--- config.mk ---
export PLATFORM = sky130hd
export DESIGN_NAME = cla_sub_8bit_pipe
export DESIGN_NICKNAME = d
export VERILOG_FILES = /design/src/rtl/cla_sub_8bit_pipe.sv
export SDC_FILE = /design/constraint.sdc
export NUM_CORES = 1
export LEC_CHECK = 0
export BUFFER_PORTS_ARGS = -buffer_cell sky130_fd_sc_hd__buf_2
export CORE_MARGIN = 1
export CORE_UTILIZATION = 38
export DETAILED_ROUTE_END_ITERATION = 8
export GPL_TIMING_DRIVEN = 0
export MAX_ROUTING_LAYER = met4
export PLACE_DENSITY = 0.67
export SETUP_SLACK_MARGIN = 0.2
export SLEW_MARGIN = 20
export SYNTH_ARGS = -nofsm -noshare
export SYNTH_HDL_FRONTEND = slang
export SYNTH_SLANG_ARGS = --single-unit
export TNS_END_PERCENT = 20
--- constraint.sdc ---
create_clock -name clk -period 4.23 [get_ports clk]
set_input_delay 0.846 -clock clk [delete_from_list [all_inputs] [get_ports clk]]
set_output_delay 0.846 -clock clk [all_outputs]
set_load 0.02 [all_outputs]
--- src/rtl/cla_sub_8bit_pipe.sv ---
// Two-stage pipelined subtractor: a - b - borrow computed as a + ~b + ~borrow with
// group carry lookahead; stage 1 resolves the low group, stage 2 the upper groups.
module cla_sub_8bit_pipe #(
    parameter int WIDTH = 8,
    parameter int GROUP = 4
) (
    input  logic             clk,
    input  logic             rst_n,
    input  logic [WIDTH-1:0] in_a,
    input  logic [WIDTH-1:0] in_b,
    input  logic             in_borrow,
    input  logic             in_valid,
    output logic             in_ready,
    output logic [WIDTH-1:0] out_diff,
    output logic             out_borrow,
    output logic             out_ovf,
    output logic             out_zero,
    output logic             out_valid,
    input  logic             out_ready
);

    localparam int NG = WIDTH / GROUP;

    // Flat sum-of-products carries c[1..GROUP] of one group from its g/p and carry-in.
    function automatic logic [GROUP:1] grp_carry(input logic [GROUP-1:0] g,
                                                 input logic [GROUP-1:0] p,
                                                 input logic cin);
        logic [GROUP:1] c;
        logic           term;
        c = '0;
        for (int i = 1; i <= GROUP; i++) begin
            term = cin;
            for (int j = 0; j < i; j++) term = term & p[j];
            c[i] = term;
            for (int j = 0; j < i; j++) begin
                term = g[j];
                for (int k = j + 1; k < i; k++) term = term & p[k];
                c[i] = c[i] | term;
            end
        end
        return c;
    endfunction

    logic s1_en, s2_en;
    logic s1_valid_reg, s2_valid_reg;

    assign s2_en     = !s2_valid_reg || out_ready;
    assign s1_en     = !s1_valid_reg || s2_en;
    assign in_ready  = s1_en;
    assign out_valid = s2_valid_reg;

    // ---------------- stage 1 ----------------
    logic [WIDTH-1:0] in_bn, in_g, in_p;
    logic [GROUP:1]   in_gc;

    assign in_bn = ~in_b;
    assign in_g  = in_a & in_bn;
    assign in_p  = in_a ^ in_bn;
    assign in_gc = grp_carry(in_g[GROUP-1:0], in_p[GROUP-1:0], ~in_borrow);

    logic [WIDTH-1:0] s1_g_reg, s1_p_reg;
    logic [GROUP:0]   s1_c_reg;
    logic             s1_a_msb_reg, s1_bn_msb_reg;

    always_ff @(posedge clk or negedge rst_n) begin
        if (!rst_n) begin
            s1_valid_reg  <= 1'b0;
            s1_g_reg      <= '0;
            s1_p_reg      <= '0;
            s1_c_reg      <= '0;
            s1_a_msb_reg  <= 1'b0;
            s1_bn_msb_reg <= 1'b0;
        end else if (s1_en) begin
            s1_valid_reg <= in_valid;
            if (in_valid) begin
                s1_g_reg      <= in_g;
                s1_p_reg      <= in_p;
                s1_c_reg      <= {in_gc, ~in_borrow};
                s1_a_msb_reg  <= in_a[WIDTH-1];
                s1_bn_msb_reg <= in_bn[WIDTH-1];
            end
        end
    end

    // ---------------- stage 2 ----------------
    logic [NG-1:1]        grp_g, grp_p, grp_cin;
    logic [WIDTH:GROUP+1] hi_c;
    logic [WIDTH:0]       c_all;
    logic [WIDTH-1:0]     diff;
    logic                 cin_term;

    generate
        for (genvar gi = 1; gi < NG; gi++) begin : g_grp
            logic [GROUP:1] gen_c;
            assign gen_c     = grp_carry(s1_g_reg[gi*GROUP +: GROUP], s1_p_reg[gi*GROUP +: GROUP], 1'b0);
            assign grp_g[gi] = gen_c[GROUP];
            assign grp_p[gi] = &s1_p_reg[gi*GROUP +: GROUP];
            assign hi_c[gi*GROUP+1 +: GROUP] =
                grp_carry(s1_g_reg[gi*GROUP +: GROUP], s1_p_reg[gi*GROUP +: GROUP], grp_cin[gi]);
        end
    endgenerate

    // Group carry-ins as sum-of-products over lower group G/P, seeded by group 0's carry out.
    always_comb begin
        grp_cin  = '0;
        cin_term = 1'b0;
        for (int k = 1; k < NG; k++) begin
            cin_term = s1_c_reg[GROUP];
            for (int j = 1; j < k; j++) cin_term = cin_term & grp_p[j];
            grp_cin[k] = cin_term;
            for (int j = 1; j < k; j++) begin
                cin_term = grp_g[j];
                for (int m = j + 1; m < k; m++) cin_term = cin_term & grp_p[m];
                grp_cin[k] = grp_cin[k] | cin_term;
            end
        end
    end

    assign c_all = {hi_c, s1_c_reg};
    assign diff  = s1_p_reg ^ c_all[WIDTH-1:0];

    always_ff @(posedge clk or negedge rst_n) begin
        if (!rst_n) begin
            s2_valid_reg <= 1'b0;
            out_diff     <= '0;
            out_borrow   <= 1'b0;
            out_ovf      <= 1'b0;
            out_zero     <= 1'b0;
        end else if (s2_en) begin
            s2_valid_reg <= s1_valid_reg;
            if (s1_valid_reg) begin
                out_diff   <= diff;
                out_borrow <= ~c_all[WIDTH];
                out_ovf    <= (s1_a_msb_reg ^ ~s1_bn_msb_reg) & (diff[WIDTH-1] ^ s1_a_msb_reg);
                out_zero   <= (diff == '0);
            end
        end
    end

endmodule

==> results.yml, run 1 <==
clocking:
  numClockSinks: 32
  clockBufferDepth: 2
  clockRootBuffer: "clkbuf_8"
  path_clk_slew_ns: 0.06
  ctsResizeCount: 0
  numCtsBuffers: 5
  h-tree-depth: 2
  clk_latency_ns: 0.27
  cts_tree: "yes"
  post_cts.repair.setup_buffers: 0
  postCtsHoldBufs: 0
synthesis:
  yosys_warnings: 0
  yosysSeqAreaShare_pct: 54.01
  synth_nets: 155
  synthCells: 125
  synth_top_area_share_pct: 54.01
  syn_area_um2: 1483
  yosys.area.top_type: "dfrtp_1"
  synth-seq-cells: 32
  synthDistinctLibCells: 25
  synth-async-reset-ratio_pct: 100.0
  synth_edf_count: 0
  synth.area.top_cells: "dfrtp_1 54%, mux2_2 12%, ha_1 7.6%"
  synth_area_per_cell_um2: 11.86
  synth_flop_cell: "dfrtp_1"
sta:
  tightest_slew_ns: 0.6783
  finalSetupViolations: 0
  holdWs_ns: 0.4722
  clock.fmax_mhz: 455.2
  fin_setup_tns_ns: 0
  period_share_pct: 51.93
  drv_slew: 0
  rsz0062_at_grt: "no"
  fin_skew_ns: 0.005038
  hold_violations: 0
  period_minus_slack_ns: 2.197
  slew_headroom_pct: 54.78
  fin_ws_ns: 2.033
global_routing:
  antenna_found_initial: 0
  grt_pass1_wl_um: 4326
  grtUsageTotal_pct: 14.49
  grt_pass1_vias: 1028
  overflow: 0
  grt_max_degree: 33
die:
  die_height_um: 64.47
  core_um2: 3689
  io_pins: 34
  dieWidth_um: 64.47
  initial_core_util_pct: 40.20
  core.rowCount: 22
  die_area_um2: 4156
worst_setup_path:
  crit_path_cell_trace: "buf_2, nand3b_1, buf_2"
  r2r-start: "s1_p_reg[4]"
  reg2reg_depth: 6
  cp_slowest_cell: "nand3b_1"
  cp_top_family: "buffers and inverters"
  worstSetupPathType: "input pin to output pin"
  critPathLaunchType: "input pin"
  worst_setup_path_end_kind: "output pin"
  r2r-end: "out_ovf"
  path_buf_inv: 2
  r2r_slack_ns: 2.62
  worst_path_most_repeated_cell: "buf_2"
  crit_required_ns: 3.38
  cp_max_fo: 4
  critical-path-max-stage-delay_ns: 0.21
  cp.arrival_ns: 1.35
pwr:
  finalPower_w: 0.0008918
  p_per_area_nw_per_um2: 496.0
  p_leak_nw: 0.9037
  ir_drop_mv: 0.1721
min_path:
  hold-path-cell-count: 2
  hold_class: "register to register"
  min_from: "out_diff[3]"
  worst_hold_path.endpoint: "out_diff[3]"
placement:
  gp_congestion: 0.7556
  place_hpwl_um: 1894
  place_ws_ns: 2.040
  port_buffers: 33
cells_and_area:
  drive_gt1_share_pct: 36.75
  fillers: 340
  antenna_cells: 0
  syn2layout_area_growth_pct: 21.27
  nets: 195
  regArea_um2: 800.8
  fin_util_pct: 48.74
  multi_input_area_um2: 623.1
flow_run:
  drv_cap: 0
route:
  drcViolationCount: 0
  wl_per_cell_um: 11.17
  firstDrtPassIters: 4
  viasPerCell: 4.589
  drtAntennaViolNets: 0
  wl_um: 2390
  num_vias: 982
  first_iter_violations: 21
outcome:
  status: "completed"
-- tightest hold or removal path, stage by stage, from the launching register on --
cell	delay [ns]
dfrtp_1	0.33
nand2_1	0.04
o21ai_0	0.06
-- layout make-up --
class | count | share of cell area, %
flip-flops and latches | 32 | 44.54
repair buffers | 33 | 9.186
well taps | 48 | 3.340
plain buffers | 4 | 1.392
multi-input cells | 80 | 34.66
clock buffers | 8 | 5.010
inverters | 9 | 1.879
-- synth_stat cells (2+ instances only) --
master    number
a21o_1         3
a21oi_1        2
buf_2          2
buf_4          2
dfrtp_1       32
ha_1           9
inv_1          9
mux2_2        16
nand2_1       15
nand2b_1       4
nor3_1         2
nor3b_1        2
o21ai_0       11
xnor2_1        5
-- power breakdown --
group / switching [W] / leakage, nW / total, W / internal [W]
sequential: 0.0000393 / 0.388 / 0.000414 / 0.000374
combinational: 0.000137 / 0.470 / 0.000247 / 0.000110
clock: 0.0000991 / 0.0455 / 0.000232 / 0.000132
-- worst max path at each step --
stage / from / end / slack, ns / cells after the start
2_1_floorplan: out_ready / s1_c_reg[1] / 2.22 / 4
3_3_place_gp: out_ready / in_ready / 2.04 / 3
3_5_place_dp: out_ready / in_ready / 2.04 / 3
4_1_cts: out_ready / in_ready / 2.04 / 3
5_1_grt: out_ready / in_ready / 1.99 / 3
6_report: out_ready / in_ready / 2.03 / 3
-- layout by cell type, fill, tap and decap left out --
master and count:
nor3_1 2, xor2_1 1, nor2_1 1, o21ai_2 1
nand4_1 1, a21oi_1 2, o21ai_0 11, mux2i_1 1
a221o_1 1, xnor2_1 5, clkbuf_8 6, nand2_1 15
buf_2 35, nor3b_1 2, dfrtp_1 32, ha_1 9
inv_1 9, nand3_1 1, a21o_1 3, buf_4 2
a22o_1 1, nand2b_1 4, nand3b_1 1, xor2_2 1
clkbuf_1 2, mux2_2 16, a211oi_1 1
-- cell families (layout without fill, tap and decap cells) --
logic type	count (synthesis)	after routing	synth area share, %
adders and majority gates	9	9	7.595
AOI/OAI and AO/OA	20	20	8.270
buffers and inverters	13	54	3.966
xor gates and xnor gates	7	7	4.642
muxes	17	17	12.83
and+or+nand+nor	27	27	8.691
DFF	32	32	54.01
-- per-stage QoR --
step                      area (um^2)  std cells
after floorplan                  1483        125
after global placement           1708        206
after detailed placement         1708        206
after CTS                        1798        214
after global routing             1798        214
final                            1798        214
-- routing by layer --
metal | vias to the layer above | wire length, um | GRT usage [%]
met5 | - | 0 | -
met4 | 0 | 58 | 8.333
met3 | 5 | 95 | 3.697
met2 | 16 | 1209 | 24.08
met1 | 459 | 1028 | 15.71
li1 | 502 | - | -
No activity file was read; power rests on OpenSTA's default activity.
==> run 2, diff against run 1 <==
--- a/config.mk
+++ b/config.mk
@@ -11,7 +11,7 @@
 export DETAILED_ROUTE_END_ITERATION = 8
 export GPL_TIMING_DRIVEN = 0
 export MAX_ROUTING_LAYER = met4
-export PLACE_DENSITY = 0.67
+export PLACE_DENSITY = 0.69
 export SETUP_SLACK_MARGIN = 0.2
 export SLEW_MARGIN = 20
 export SYNTH_ARGS = -nofsm -noshare
==> constraint.sdc (replaced) <==
create_clock -name clk -period 2 [get_ports clk]
set_input_delay 0.4 -clock clk [delete_from_list [all_inputs] [get_ports clk]]
set_output_delay 0.4 -clock clk [all_outputs]
set_load 0.02 [all_outputs]
==> results.yml, run 2 (synthesis gave the netlist of run 1 again) <==
pwr:
  p_sw_share_pct: 31.65
  p_per_area_nw_per_um2: 1062
  ir_drop_mv: 0.3558
  finalPower_w: 0.001910
  combinationalPowerShare_pct: 27.7
  p_int_w: 0.001306
  power_frac_seq_pct: 46.0
  p_sw_w: 0.0006047
  power_frac_clock_pct: 26.3
  p_leak_nw: 0.9037
die:
  io_pins: 34
  core_um2: 3689
  dieWidth_um: 64.47
  die_area_um2: 4156
  core.rowCount: 22
  die_height_um: 64.47
  initial_core_util_pct: 40.20
global_routing:
  overflow: 0
  grtUsageTotal_pct: 14.93
  grt_pass1_vias: 1025
  grt_max_degree: 33
  antenna_found_initial: 0
  grt_pass1_wl_um: 4436
worst_setup_path:
  worstSetupPathType: "register to register"
  cp.arrival_ns: 1.76
  r2r_slack_ns: 0.39
  crit_required_ns: 2.16
  critPathLaunchType: "register"
  worst_setup_path_end_kind: "register"
  cp_max_fo: 4
placement:
  gp_congestion: 0.7672
  dp.cells: 206
  place_hpwl_um: 1921
  post_dp_cell_area_um2: 1708
  port_buffers: 33
flow_run:
  drv_cap: 0
cells_and_area:
  drive_gt1_share_pct: 36.75
  fin_util_pct: 48.74
  mostFrequentLayoutCells: "35 x buf_2, 32 x dfrtp_1, 16 x mux2_2"
  fin_area_um2: 1798
  fillers: 361
  antenna_cells: 0
  nets: 195
  syn2layout_area_growth_pct: 21.27
  layout.cells.non_filler: 214
  multi_input_area_um2: 623.1
  regArea_um2: 800.8
  final_common_cell: "buf_2"
sta:
  rsz0062_at_grt: "no"
  period_share_pct: 80.26
  fin_skew_ns: 0.005543
  tightest_slew_ns: 0.6860
  hold_violations: 0
  finalSetupViolations: 0
  drv_slew: 0
  fin_setup_tns_ns: 0
  clock.fmax_mhz: 623.0
  slew_headroom_pct: 54.27
  period_minus_slack_ns: 1.605
clocking:
  postCtsHoldBufs: 0
  cts_tree: "yes"
  numCtsBuffers: 5
  h-tree-depth: 2
  clockBufferDepth: 2
  clockRootBuffer: "clkbuf_8"
  clk_latency_ns: 0.28
  post_cts.repair.setup_buffers: 0
  numClockSinks: 32
  path_clk_slew_ns: 0.06
  ctsResizeCount: 0
route:
  first_iter_violations: 35
  num_vias: 1000
  drtAntennaViolNets: 0
  drcViolationCount: 0
  firstDrtPassIters: 4
  viasPerCell: 4.673
  wl_um: 2547
  wl_per_cell_um: 11.90
outcome:
  status: "completed"
min_path:
  hold_class: "input pin to asynchronous set/reset pin"
==> run 2: cell counts in the layout (fill, tap and decap cells not counted) <==
Identical to the previous run, type by type.
==> run 2: area by class of cell <==
| cell class | instances | share of cell area, % |
|---|---|---|
| buffer | 4 | 1.392 |
| clock buffer | 8 | 5.010 |
| inverter | 9 | 1.879 |
| multi-input combinational | 80 | 34.66 |
| sequential | 32 | 44.54 |
| tap | 48 | 3.340 |
| timing repair buffer | 33 | 9.186 |
==> run 2: final timing paths <==
kind	start	to	depth (start not counted)
worst max-delay path	s1_p_reg[4]	out_ovf	6
worst min-delay path	rst_n	out_valid	1
worst max register to register	s1_p_reg[4]	out_ovf	6
worst min register to register	out_diff[5]	out_diff[5]	2
max in group asynchronous	rst_n	out_diff[6]	1
min in group clk	in_borrow	s1_c_reg[0]	2
==> run 2: metrics by stage <==
stage | hold WS (ns) | setup slack [ns]
2_1_floorplan | 0.1044 | 0.4118
3_3_place_gp | 0.4599 | 0.4051
3_5_place_dp | 0.4670 | 0.3662
4_1_cts | 0.1759 | 0.3798
5_1_grt | 0.2104 | 0.2855
6_report | 0.1596 | 0.3948
==> run 2: routing by layer <==
metal	wire [um]	global-route usage (%)	vias up
met5	0	-	-
met4	34	8.333	0
met3	112	5.282	2
met2	1312	25.39	20
met1	1088	14.81	472
li1	-	-	506
==> run 2: critical path, stage by stage, from the launching register on <==
cell	delay, ns
dfrtp_1	0.38
ha_1	0.21
nor2_1	0.21
o21ai_2	0.12
xor2_2	0.22
nor3_1	0.08
a221o_1	0.27
==> run 2: power by group through the flow <==
stage	Sequential, W	Clock [W]	Combinational (W)
2_1_floorplan	0.000977	0	0.000264
3_3_place_gp	0.000882	0	0.000519
3_5_place_dp	0.000895	0	0.000532
4_1_cts	0.000883	0.000515	0.000534
5_1_grt	0.000901	0.000540	0.000580
6_report	0.000879	0.000502	0.000528
